--- src/rtl/svc_soc_uart_pkg.sv ---
// Shared definitions for the UART receiver: RX state encoding,
// register offsets relative to BASE_ADDR, and STATUS bit positions.
// The PARITY state exists only when SVC_SOC_UART_RX_PARITY_EN is defined.
`timescale 1ns/1ps
package svc_soc_uart_pkg;

  typedef enum logic [2:0] {
    RX_IDLE   = 3'd0,
    RX_START  = 3'd1,
    RX_DATA   = 3'd2,
`ifdef SVC_SOC_UART_RX_PARITY_EN
    RX_PARITY = 3'd3,
`endif
    RX_STOP   = 3'd4
  } rx_state_e;

  localparam logic [31:0] REG_DATA_OFF   = 32'h0;
  localparam logic [31:0] REG_STATUS_OFF = 32'h4;

  localparam int STAT_NEMPTY    = 0;
  localparam int STAT_OVERRUN   = 1;
  localparam int STAT_FRAME     = 2;
  localparam int STAT_PARITY    = 3;
  localparam int STAT_COUNT_LSB = 4;

endpackage

--- src/rtl/svc_soc_uart_rx_fifo.sv ---
// Receive FIFO: power-of-two depth, wrapping pointers, combinational head.
// A push while full is accepted only when a pop happens in the same cycle.
`timescale 1ns/1ps
module svc_soc_uart_rx_fifo #(
  parameter int DEPTH = 8,
  parameter int WIDTH = 8,
  localparam int AW   = $clog2(DEPTH),
  localparam int CW   = $clog2(DEPTH + 1)
) (
  input  logic             clk,
  input  logic             rst,
  input  logic             push_i,
  input  logic [WIDTH-1:0] din_i,
  input  logic             pop_i,
  output logic [WIDTH-1:0] head_o,
  output logic             full_o,
  output logic             empty_o,
  output logic [CW-1:0]    count_o
);

  logic [WIDTH-1:0] mem [DEPTH];
  logic [AW-1:0]    wptr_q, wptr_d;
  logic [AW-1:0]    rptr_q, rptr_d;
  logic [CW-1:0]    count_q, count_d;
  logic             push_ok, pop_ok;

  assign full_o  = (count_q == CW'(DEPTH));
  assign empty_o = (count_q == '0);
  assign count_o = count_q;
  assign head_o  = mem[rptr_q];

  assign pop_ok  = pop_i & ~empty_o;
  assign push_ok = push_i & (~full_o | pop_ok);

  // Pointer and occupancy next-state; pointers wrap naturally at DEPTH.
  always_comb begin
    wptr_d  = wptr_q;
    rptr_d  = rptr_q;
    count_d = count_q;
    if (push_ok) wptr_d = wptr_q + AW'(1);
    if (pop_ok)  rptr_d = rptr_q + AW'(1);
    if (push_ok && !pop_ok)      count_d = count_q + CW'(1);
    else if (!push_ok && pop_ok) count_d = count_q - CW'(1);
  end

  // Storage write; no reset so the array maps onto RAM.
  always_ff @(posedge clk) begin
    if (push_ok) mem[wptr_q] <= din_i;
  end

  // Pointer and count registers.
  always_ff @(posedge clk) begin
    if (rst) begin
      wptr_q  <= '0;
      rptr_q  <= '0;
      count_q <= '0;
    end else begin
      wptr_q  <= wptr_d;
      rptr_q  <= rptr_d;
      count_q <= count_d;
    end
  end

endmodule

--- src/rtl/svc_soc_uart_rx.sv ---
// UART 8N1 receiver with receive FIFO and a two-register I/O window
// (DATA at +0, STATUS at +4). Defining SVC_SOC_UART_RX_PARITY_EN adds an
// even-parity bit after the data bits and the parity_err sticky flag.
`timescale 1ns/1ps
module svc_soc_uart_rx
  import svc_soc_uart_pkg::*;
#(
  parameter int          CLOCK_FREQ = 100_000_000,
  parameter int          BAUD_RATE  = 115_200,
  parameter int          FIFO_DEPTH = 8,
  parameter logic [31:0] BASE_ADDR  = 32'h8000_0010
) (
  input  logic        clk,
  input  logic        rst,
  input  logic        urx_pin,
  input  logic        io_ren,
  input  logic [31:0] io_raddr,
  output logic [31:0] io_rdata,
  input  logic        io_wen,
  input  logic [31:0] io_waddr,
  input  logic [31:0] io_wdata,
  input  logic [3:0]  io_wstrb
);

  localparam int DIV  = CLOCK_FREQ / BAUD_RATE;
  localparam int CW   = $clog2(DIV + 1);
  localparam int HALF = ((DIV / 2) < 1) ? 1 : (DIV / 2);
  localparam int FCW  = $clog2(FIFO_DEPTH + 1);
  localparam logic [CW-1:0] CNT_FULL = CW'(DIV);
  localparam logic [CW-1:0] CNT_HALF = CW'(HALF);
  localparam logic [31:0] ADDR_DATA   = BASE_ADDR + REG_DATA_OFF;
  localparam logic [31:0] ADDR_STATUS = BASE_ADDR + REG_STATUS_OFF;

  logic            sync1_q, sync2_q, rx_s;
  rx_state_e       state_q, state_d;
  logic [CW-1:0]   cnt_q, cnt_d;
  logic [2:0]      bit_q, bit_d;
  logic [7:0]      shift_q, shift_d;
  logic            expire;
  logic            fifo_push, fifo_pop, fifo_full, fifo_empty;
  logic [7:0]      fifo_head;
  logic [FCW-1:0]  fifo_count;
  logic            overrun_q, overrun_d, overrun_set;
  logic            frame_q, frame_d, frame_set;
  logic            w1c_hit;
  logic [31:0]     status_word;
  logic [31:0]     rdata_q, rdata_d;
  logic            unused_ok;
`ifdef SVC_SOC_UART_RX_PARITY_EN
  logic            par_bad_q, par_bad_d;
  logic            parity_q, parity_d, parity_set;
`endif

  assign rx_s      = sync2_q;
  assign expire    = (cnt_q <= CW'(1));
  assign io_rdata  = rdata_q;
  assign unused_ok = ^{io_wdata, io_wstrb};

  // Two-flop synchronizer; idles high so reset never looks like a start bit.
  always_ff @(posedge clk) begin
    if (rst) begin
      sync1_q <= 1'b1;
      sync2_q <= 1'b1;
    end else begin
      sync1_q <= urx_pin;
      sync2_q <= sync1_q;
    end
  end

  // Receive FSM next-state: counter reloads, bit sampling and push/flag strobes.
  always_comb begin
    state_d   = state_q;
    cnt_d     = expire ? cnt_q : (cnt_q - CW'(1));
    bit_d     = bit_q;
    shift_d   = shift_q;
    fifo_push = 1'b0;
    frame_set = 1'b0;
`ifdef SVC_SOC_UART_RX_PARITY_EN
    par_bad_d  = par_bad_q;
    parity_set = 1'b0;
`endif
    unique case (state_q)
      RX_IDLE: begin
        if (!rx_s) begin
          state_d = RX_START;
          cnt_d   = CNT_HALF;
`ifdef SVC_SOC_UART_RX_PARITY_EN
          par_bad_d = 1'b0;
`endif
        end
      end
      RX_START: begin
        if (expire) begin
          if (rx_s) begin
            state_d = RX_IDLE;          // false start: glitch on idle line
          end else begin
            state_d = RX_DATA;
            cnt_d   = CNT_FULL;
            bit_d   = 3'd0;
          end
        end
      end
      RX_DATA: begin
        if (expire) begin
          shift_d = {rx_s, shift_q[7:1]};
          cnt_d   = CNT_FULL;
          if (bit_q == 3'd7) begin
`ifdef SVC_SOC_UART_RX_PARITY_EN
            state_d = RX_PARITY;
`else
            state_d = RX_STOP;
`endif
          end else begin
            bit_d = bit_q + 3'd1;
          end
        end
      end
`ifdef SVC_SOC_UART_RX_PARITY_EN
      RX_PARITY: begin
        if (expire) begin
          par_bad_d  = ^{shift_q, rx_s};
          parity_set = ^{shift_q, rx_s};
          cnt_d      = CNT_FULL;
          state_d    = RX_STOP;
        end
      end
`endif
      RX_STOP: begin
        if (expire) begin
          if (rx_s) begin
`ifdef SVC_SOC_UART_RX_PARITY_EN
            fifo_push = ~par_bad_q;
`else
            fifo_push = 1'b1;
`endif
          end else begin
            frame_set = 1'b1;
          end
          state_d = RX_IDLE;
        end
      end
      default: state_d = RX_IDLE;
    endcase
  end

  // Receive FSM state registers.
  always_ff @(posedge clk) begin
    if (rst) begin
      state_q <= RX_IDLE;
      cnt_q   <= '0;
      bit_q   <= '0;
      shift_q <= '0;
`ifdef SVC_SOC_UART_RX_PARITY_EN
      par_bad_q <= 1'b0;
`endif
    end else begin
      state_q <= state_d;
      cnt_q   <= cnt_d;
      bit_q   <= bit_d;
      shift_q <= shift_d;
`ifdef SVC_SOC_UART_RX_PARITY_EN
      par_bad_q <= par_bad_d;
`endif
    end
  end

  svc_soc_uart_rx_fifo #(
    .DEPTH (FIFO_DEPTH),
    .WIDTH (8)
  ) u_fifo (
    .clk     (clk),
    .rst     (rst),
    .push_i  (fifo_push),
    .din_i   (shift_q),
    .pop_i   (fifo_pop),
    .head_o  (fifo_head),
    .full_o  (fifo_full),
    .empty_o (fifo_empty),
    .count_o (fifo_count)
  );

  // Sticky flag next-state: W1C clear, with a same-cycle set taking priority.
  always_comb begin
    w1c_hit     = io_wen && (io_waddr == ADDR_STATUS) && io_wstrb[0];
    overrun_set = fifo_push & fifo_full & ~fifo_pop;
    overrun_d   = (overrun_q & ~(w1c_hit & io_wdata[STAT_OVERRUN])) | overrun_set;
    frame_d     = (frame_q & ~(w1c_hit & io_wdata[STAT_FRAME])) | frame_set;
`ifdef SVC_SOC_UART_RX_PARITY_EN
    parity_d    = (parity_q & ~(w1c_hit & io_wdata[STAT_PARITY])) | parity_set;
`endif
  end

  // Sticky flag registers.
  always_ff @(posedge clk) begin
    if (rst) begin
      overrun_q <= 1'b0;
      frame_q   <= 1'b0;
`ifdef SVC_SOC_UART_RX_PARITY_EN
      parity_q  <= 1'b0;
`endif
    end else begin
      overrun_q <= overrun_d;
      frame_q   <= frame_d;
`ifdef SVC_SOC_UART_RX_PARITY_EN
      parity_q  <= parity_d;
`endif
    end
  end

  // Read mux: DATA pops the head when non-empty, STATUS is side-effect free.
  always_comb begin
    status_word                      = '0;
    status_word[STAT_NEMPTY]         = ~fifo_empty;
    status_word[STAT_OVERRUN]        = overrun_q;
    status_word[STAT_FRAME]          = frame_q;
`ifdef SVC_SOC_UART_RX_PARITY_EN
    status_word[STAT_PARITY]         = parity_q;
`endif
    status_word[STAT_COUNT_LSB +: 4] = 4'(fifo_count);

    rdata_d  = rdata_q;
    fifo_pop = 1'b0;
    if (io_ren) begin
      rdata_d = '0;
      if (io_raddr == ADDR_DATA) begin
        if (!fifo_empty) begin
          rdata_d  = {24'h0, fifo_head};
          fifo_pop = 1'b1;
        end
      end else if (io_raddr == ADDR_STATUS) begin
        rdata_d = status_word;
      end
    end
  end

  // Registered read data.
  always_ff @(posedge clk) begin
    if (rst) rdata_q <= '0;
    else     rdata_q <= rdata_d;
  end

endmodule
--- config.mk ---
export PLATFORM = sky130hd
export DESIGN_NAME = svc_soc_uart_rx
export DESIGN_NICKNAME = d
export VERILOG_FILES = /design/src/rtl/svc_soc_uart_pkg.sv /design/src/rtl/svc_soc_uart_rx_fifo.sv /design/src/rtl/svc_soc_uart_rx.sv
export SDC_FILE = /design/constraint.sdc
export NUM_CORES = 1
export LEC_CHECK = 0
export BUFFER_PORTS_ARGS = -buffer_cell sky130_fd_sc_hd__clkbuf_2
export CORE_MARGIN = 2
export CORE_UTILIZATION = 50
export CTS_CLUSTER_SIZE = 40
export DETAILED_ROUTE_END_ITERATION = 10
export PLACE_DENSITY = 0.74
export SYNTH_ARGS = -nofsm -noshare
export SYNTH_HDL_FRONTEND = slang
export SYNTH_HIERARCHICAL = 1
export SYNTH_SLANG_ARGS = --single-unit
export TNS_END_PERCENT = 100
--- constraint.sdc ---
create_clock -name clk -period 5.54 [get_ports clk]
set_input_delay 0.277 -clock clk [delete_from_list [all_inputs] [get_ports clk]]
set_output_delay 0.277 -clock clk [all_outputs]
set_load 0.02 [all_outputs]
[Word-level counts from Yosys, hierarchy flattened]
Memories as Yosys holds them, arrays and structs flattened. A register that Yosys moved wholly into a read port is not among the register bits.
Cells that the tools add are included.
Word-level totals
  memory bits (read-only): 0
  output and inout bits: 32
  bits in writable memories: 64
  bits in registers: 70
  memories kept: 1
  input port bits: 105
  latch bits: 0
Cells by class
  $lt $le $gt $ge: 1
  reduce and logical (&&, ||, !) cells: 13
  shift-type cells: 0
  $mul: 0
  equal/unequal tests: 15
  divide/modulo/power cells: 0
  multiplexer cells: 36
  bitwise operators: 16
  add/sub/neg operators: 6
Memory list
  u_fifo.mem: words 8, width 8, rd ports 1, clocked after memory_dff 1, wr ports 1, line svc_soc_uart_rx_fifo.sv:21  | logic [WIDTH-1:0] mem [DEPTH];
Operators with widths (number)
  32-bit equality test, second input constant: 3
  10-bit 2-to-1 mux: 5
  3-bit 2-to-1 mux: 11
  32-bit 2-to-1 mux: 1
  10-bit case mux with 3 select lines: 1
  8-bit 2-to-1 mux: 2
  2-bit != test, second input constant: 7
  3-bit case mux with 4 select lines: 1
  1-bit 2-to-1 mux: 11
  10-bit by 1-bit less-or-equal comparator with 1-bit output, second input constant: 1
  5-bit AND reduction: 2
  10-bit by 1-bit subtractor with 10-bit output, second input constant: 1
  3-bit by 1-bit adder with 3-bit output, second input constant: 3
  1-bit bitwise AND: 8
  4-bit 2-to-1 mux: 2
  3-bit equality test, second input constant: 2
  3-bit case mux with 2 select lines: 1
  1-bit inverter: 5
  4-bit by 1-bit adder with 4-bit output, second input constant: 1
  4-bit equality test, second input constant: 1
  1-bit logical AND: 4
  4-bit logical NOT: 1
  2-bit nonzero test: 2
  4-bit by 1-bit subtractor with 4-bit output, second input constant: 1
  other kinds (7): 10

[Logic depth before layout (Yosys ltp)]
  word-level depth: 11
  gate-level depth with buffers: 16
  depth with buffers taken out: 15

[By module]
Netlist, hierarchy kept.
By module, submodules not included
  svc_soc_uart_rx_fifo: area an instance 3064.2 µm², cells an instance 166, instances 1
  svc_soc_uart_rx: area an instance 2204.6 µm², cells an instance 260, instances 1

[Worst setup path after synthesis]
No wires, ideal clock.
  path kind: register -> register
  from: reg cnt_q[5]
  to: reg u_fifo.count_q[3], in the netlist u_fifo/count_o[3]
  path slack: 2256 ps
  buffers on the path: 2
  arrival time: 3163 ps
  data required time: 5419 ps
  stages on the path, launching flop included: 16
  library setup time: 121 ps
  path through: dfxtp_1 > buf_6 > or4_4 > nor3_2 > buf_4 > nand3_1 > nor2_1 > o21ai_4 > inv_2 > ha_1 > inv_1 > ha_1 > a21oi_1 > a211oi_1 > a31oi_1 > mux2_2
Between the ends
  word-level cells in the longest chain between the ends: 7
  elaborated cells between the ends (all ways): 9
  those cells by class: order compare: 1; mux: 3; bitwise: 1; reduce/logical: 4
Ends and longest elaborated chain
  start, declared: line svc_soc_uart_rx.sv:36  | logic [CW-1:0] cnt_q, cnt_d;
  start signal, assigned: line svc_soc_uart_rx.sv:158  | cnt_q <= cnt_d;
  10-bit by 1-bit less-or-equal comparator with 1-bit output *: line svc_soc_uart_rx.sv:55  | assign expire = (cnt_q <= CW'(1));
  1-bit 2-to-1 mux *: line svc_soc_uart_rx.sv:129  | if (expire) begin
  1-bit 2-to-1 mux *: line svc_soc_uart_rx.sv:82  | unique case (state_q)
  net fifo_push: line svc_soc_uart_rx.sv:40  | logic fifo_push, fifo_pop, fifo_full, fifo_empty;
  1-bit bitwise AND *: line svc_soc_uart_rx_fifo.sv:33  | assign push_ok = push_i & (~full_o | pop_ok);
  net u_fifo.push_ok: line svc_soc_uart_rx_fifo.sv:25  | logic push_ok, pop_ok;
  1-bit logical NOT: line svc_soc_uart_rx_fifo.sv:43  | else if (!push_ok && pop_ok) count_d = count_q - CW'(1);
  1-bit logical AND: line svc_soc_uart_rx_fifo.sv:43
  2-bit nonzero test (no source line)
  end signal, assigned: line svc_soc_uart_rx_fifo.sv:60  | count_q <= count_d;
  end, declared: line svc_soc_uart_rx_fifo.sv:24  | logic [CW-1:0] count_q, count_d;
Mark *: on every way through the listed nets, which the timed path passes. The rest lies on a longest branch.
A chain may end at the register's enable or synchronous reset.

[Final worst setup path]
  from: reg cnt_q[6]
  to: reg u_fifo.count_q[3], in the netlist u_fifo/count_o[3]
The elaborated chain is that of the path after synthesis.

==> key figures <==
Cells and area
  • Most frequent cells in the layout: clkbuf_2, edfxtp_1, dfxtp_1
  • Design area: 6250 µm²
  • FILL cells: 798
  • Commonest non-fill, non-tap cell in the layout: clkbuf_2
  • Fin util: 60.81%
  • Fin nets: 630
  • Layout area overhead: 18.62%
  • Layout cells sized above 1: 29.60%
  • Number of diodes: 0

GRT
  • Overflow after GRT: 0
  • Vias in the first global route: 3,504
  • First-pass GRT wire length: 17,780 µm
  • Largest net degree at the start of global routing: 42
  • Initial antenna violation count: 0
  • Global Route Usage Sum: 20.57%

STA
  • Actual slew at the worst max-slew pin: 1.116 ns
  • Skew final: 0.01044 ns
  • RSZ-0062 raised after global routing: no
  • Setup TNS: 0 ns
  • Final WS setup: 1.992 ns
  • Final Critical Period: 3.548 ns
  • Fin crit share: 64.04%
  • Final hold violation count: 0
  • Relative slew slack: 25.52%
  • Slew Limit Fails: 0
  • Max Freq: 0.2819 GHz
  • Final setup violating endpoints: 0

Worst setup path
  • Worst Setup End Kind: register
  • Crit-path most repeated cell: ha_1
  • Critical Path Source Type: register
  • Crit-path cells: or4_4 > nor3_2 > buf_4 > nand3_1 > nor2_1 > o21ai_4 > inv_2 > ha_1 > inv_1 > ha_1 > a21oi_1 > a211oi_1 > a31oi_1 > mux2_2
  • Data arrival time of the critical path: 3.94 ns
  • Critical path class: reg2reg
  • Crit-path slowest cell: or4_4
  • CP required: 5.94 ns
  • Max FO, Critical Path: 14
  • Max incr delay on CP: 0.60 ns

Clock network
  • Worst-path clk slew: 0.06 ns
  • Root buffer cell: clkbuf_8
  • Clock buffer count from CTS: 17
  • CTS tree: done
  • H-tree depth: 4
  • Post-CTS Setup Bufs: 0
  • Max Buffers Root-to-Sink: 2
  • Skew-Pair Late Insertion Delay: 0.50 ns
  • Clock Sinks: 113

Synthesis
  • Post-synthesis cell area: 5269 µm²
  • Post-synth cell types: 62
  • Synthesized flop and latch total: 113
  • Syn. warnings: 6
  • Post-synth ARST share: 0%
  • Main synth FF type: edfxtp_1
  • Area leader, netlist: edfxtp_1
  • Post-Syn Instances: 426
  • Synth area leaders: edfxtp_1, dfxtp_1, mux4_2
  • Post-synth top area share: 36.48%
  • Sequential fraction of the synthesis area: 55.09%
  • Number of synthesized flops with an enable pin: 64
  • Synth Area per Inst: 12.37 µm²

Place
  • HPWL after DPL: 7621 µm
  • Final RePlAce weighted congestion: 0.8821
  • Placed cell area: 5695 µm²
  • Post-placement worst setup slack: 2.064 ns
  • Port Buffers: 79

Power
  • Pwr Density: 362.2 nW/µm²
  • Logic pwr share: 14.9%
  • P_int: 1.659 mW
  • Sw Pwr: 604.6 µW
  • Worst vdd ir: 301.5 µV
  • Leak pwr: 2.378 nW
  • Clk pwr share: 43.3%
  • Reg power frac: 41.7%
  • Switching share of power: 26.71%
  • Total power: 2.264 mW

Floorplan
  • Starting density of the core: 51.27%
  • Chip Width: 106.7 µm
  • IO Pins: 137
  • Total Die Area: 11,370 µm²
  • Die Y: 106.7 µm
  • Core footprint: 10,280 µm²
  • Cell Rows: 37

Routing
  • Initial DRC Count: 210
  • Drt total wl: 11,370 µm
  • Vias after detailed routing: 3,636
  • Vias per cell: 5.484
  • Initial DRT Pass Iterations: 6
  • ANT nets after route: 0
  • Wirelength per Cell: 17.15 µm
  • DRC viols: 0

Worst hold path
  • Worst Hold Class: in2reg

Run status
  • Status: completed

Flow run
  • Max-cap viol count: 0
## final cells by class
type	instances	area, µm²	area share (%)
Clock buffer	20	435.4	6.967
Multi-Input combinational cell	273	2088	33.41
Inverter	21	78.83	1.261
Clock inverter	12	108.9	1.742
Timing Repair Buffer	88	465.4	7.447
Sequential cell	113	2903	46.45
Tap cell	136	170.2	2.723
## flip-flops by register name (all words and copies together) (netlist names), named ones only
name	cells
u_fifo/mem	64
cnt_q	10
io_rdata	8
shift_q	8
u_fifo/count_o	4
bit_q	3
state_q	3
u_fifo/rptr_q	3
u_fifo/wptr_q	3
frame_q	1
overrun_q	1
rx_s	1
sync1_q	1
## routing by layer
layer  global-route usage, %  wire (µm)  up-vias  share of wire, %
met5                       0          0        -                 0
met4                   6.401         85        0              0.75
met3                   5.167        460        8               4.0
met2                   32.89       5801       83                51
met1                   27.82       5026     1799                44
li1                        -          -     1746                 -
## Yosys cell counts (all sizes together) (3+ instances only)
library cell / number
edfxtp: 64
dfxtp: 49
nor2: 37
buf: 32
nand2: 22
inv: 21
nor4: 18
mux4: 16
mux2i: 14
a21oi: 13
clkbuf: 10
ha: 10
mux2: 9
nand3: 8
nor3: 7
nor4b: 6
o221ai: 6
o31ai: 6
or3: 6
nor2b: 5
o21ai: 5
a31oi: 4
nand2b: 4
nand4: 4
a211oi: 3
and4: 3
nand3b: 3
o21bai: 3
or2: 3
or3b: 3
xnor2: 3
xor2: 3
## through the flow
stage	hold WS, ns	std cells
floorplan	0.3808	449
global placement	0.4026	630
detailed placement	0.3923	630
CTS	0.03998	663
global route	0.05813	663
finish	0.06759	663
## power by group through the flow
stage | clock [mW] | combinational (mW) | sequential (mW)
global placement | 0 | 0.326 | 0.958
detailed placement | 0 | 0.334 | 0.960
finish | 0.981 | 0.338 | 0.945
global route | 1.03 | 0.380 | 0.950
CTS | 0.995 | 0.337 | 0.944
floorplan | 0 | 0.299 | 0.945
## cell families after synthesis
logic type,Yosys count,share of synthesized area [%]
and+or+nand+nor,137,14.63
DFF,113,55.09
buffers and inverters,63,6.911
AOI/OAI and AO/OA,56,8.122
muxes,39,11.42
adders and majority gates,11,2.755
xor gates and xnor gates,6,0.9976
other,1,0.07117
## worst max-delay path, delay by kind of cell (launching register included)
kind / cells / cell delay, ns
AOI/OAI and AO/OA: 4 / 0.62
adders and majority gates: 2 / 0.52
buffers and inverters: 3 / 0.46
DFF: 1 / 0.35
muxes: 1 / 0.34
and+or+nand+nor: 4 / 1.15
## timing repair
item,4_1_cts,5_1_grt
gates resized for setup,0,0
hold buffers,1,0
hold endpoints to repair,1,0
## worst paths after layout
| check | start | end | slack (ns) | cells past startpoint |
|---|---|---|---|---|
| max | cnt_q[6] | u_fifo/count_o[3] | 1.99 | 14 |
| min | io_wdata[1] | overrun_q | 0.07 | 4 |
| min reg2reg | sync1_q | rx_s | 0.42 | 1 |
| max reg2reg | cnt_q[6] | u_fifo/count_o[3] | 1.99 | 14 |
Power figures use the tool's default switching activity.
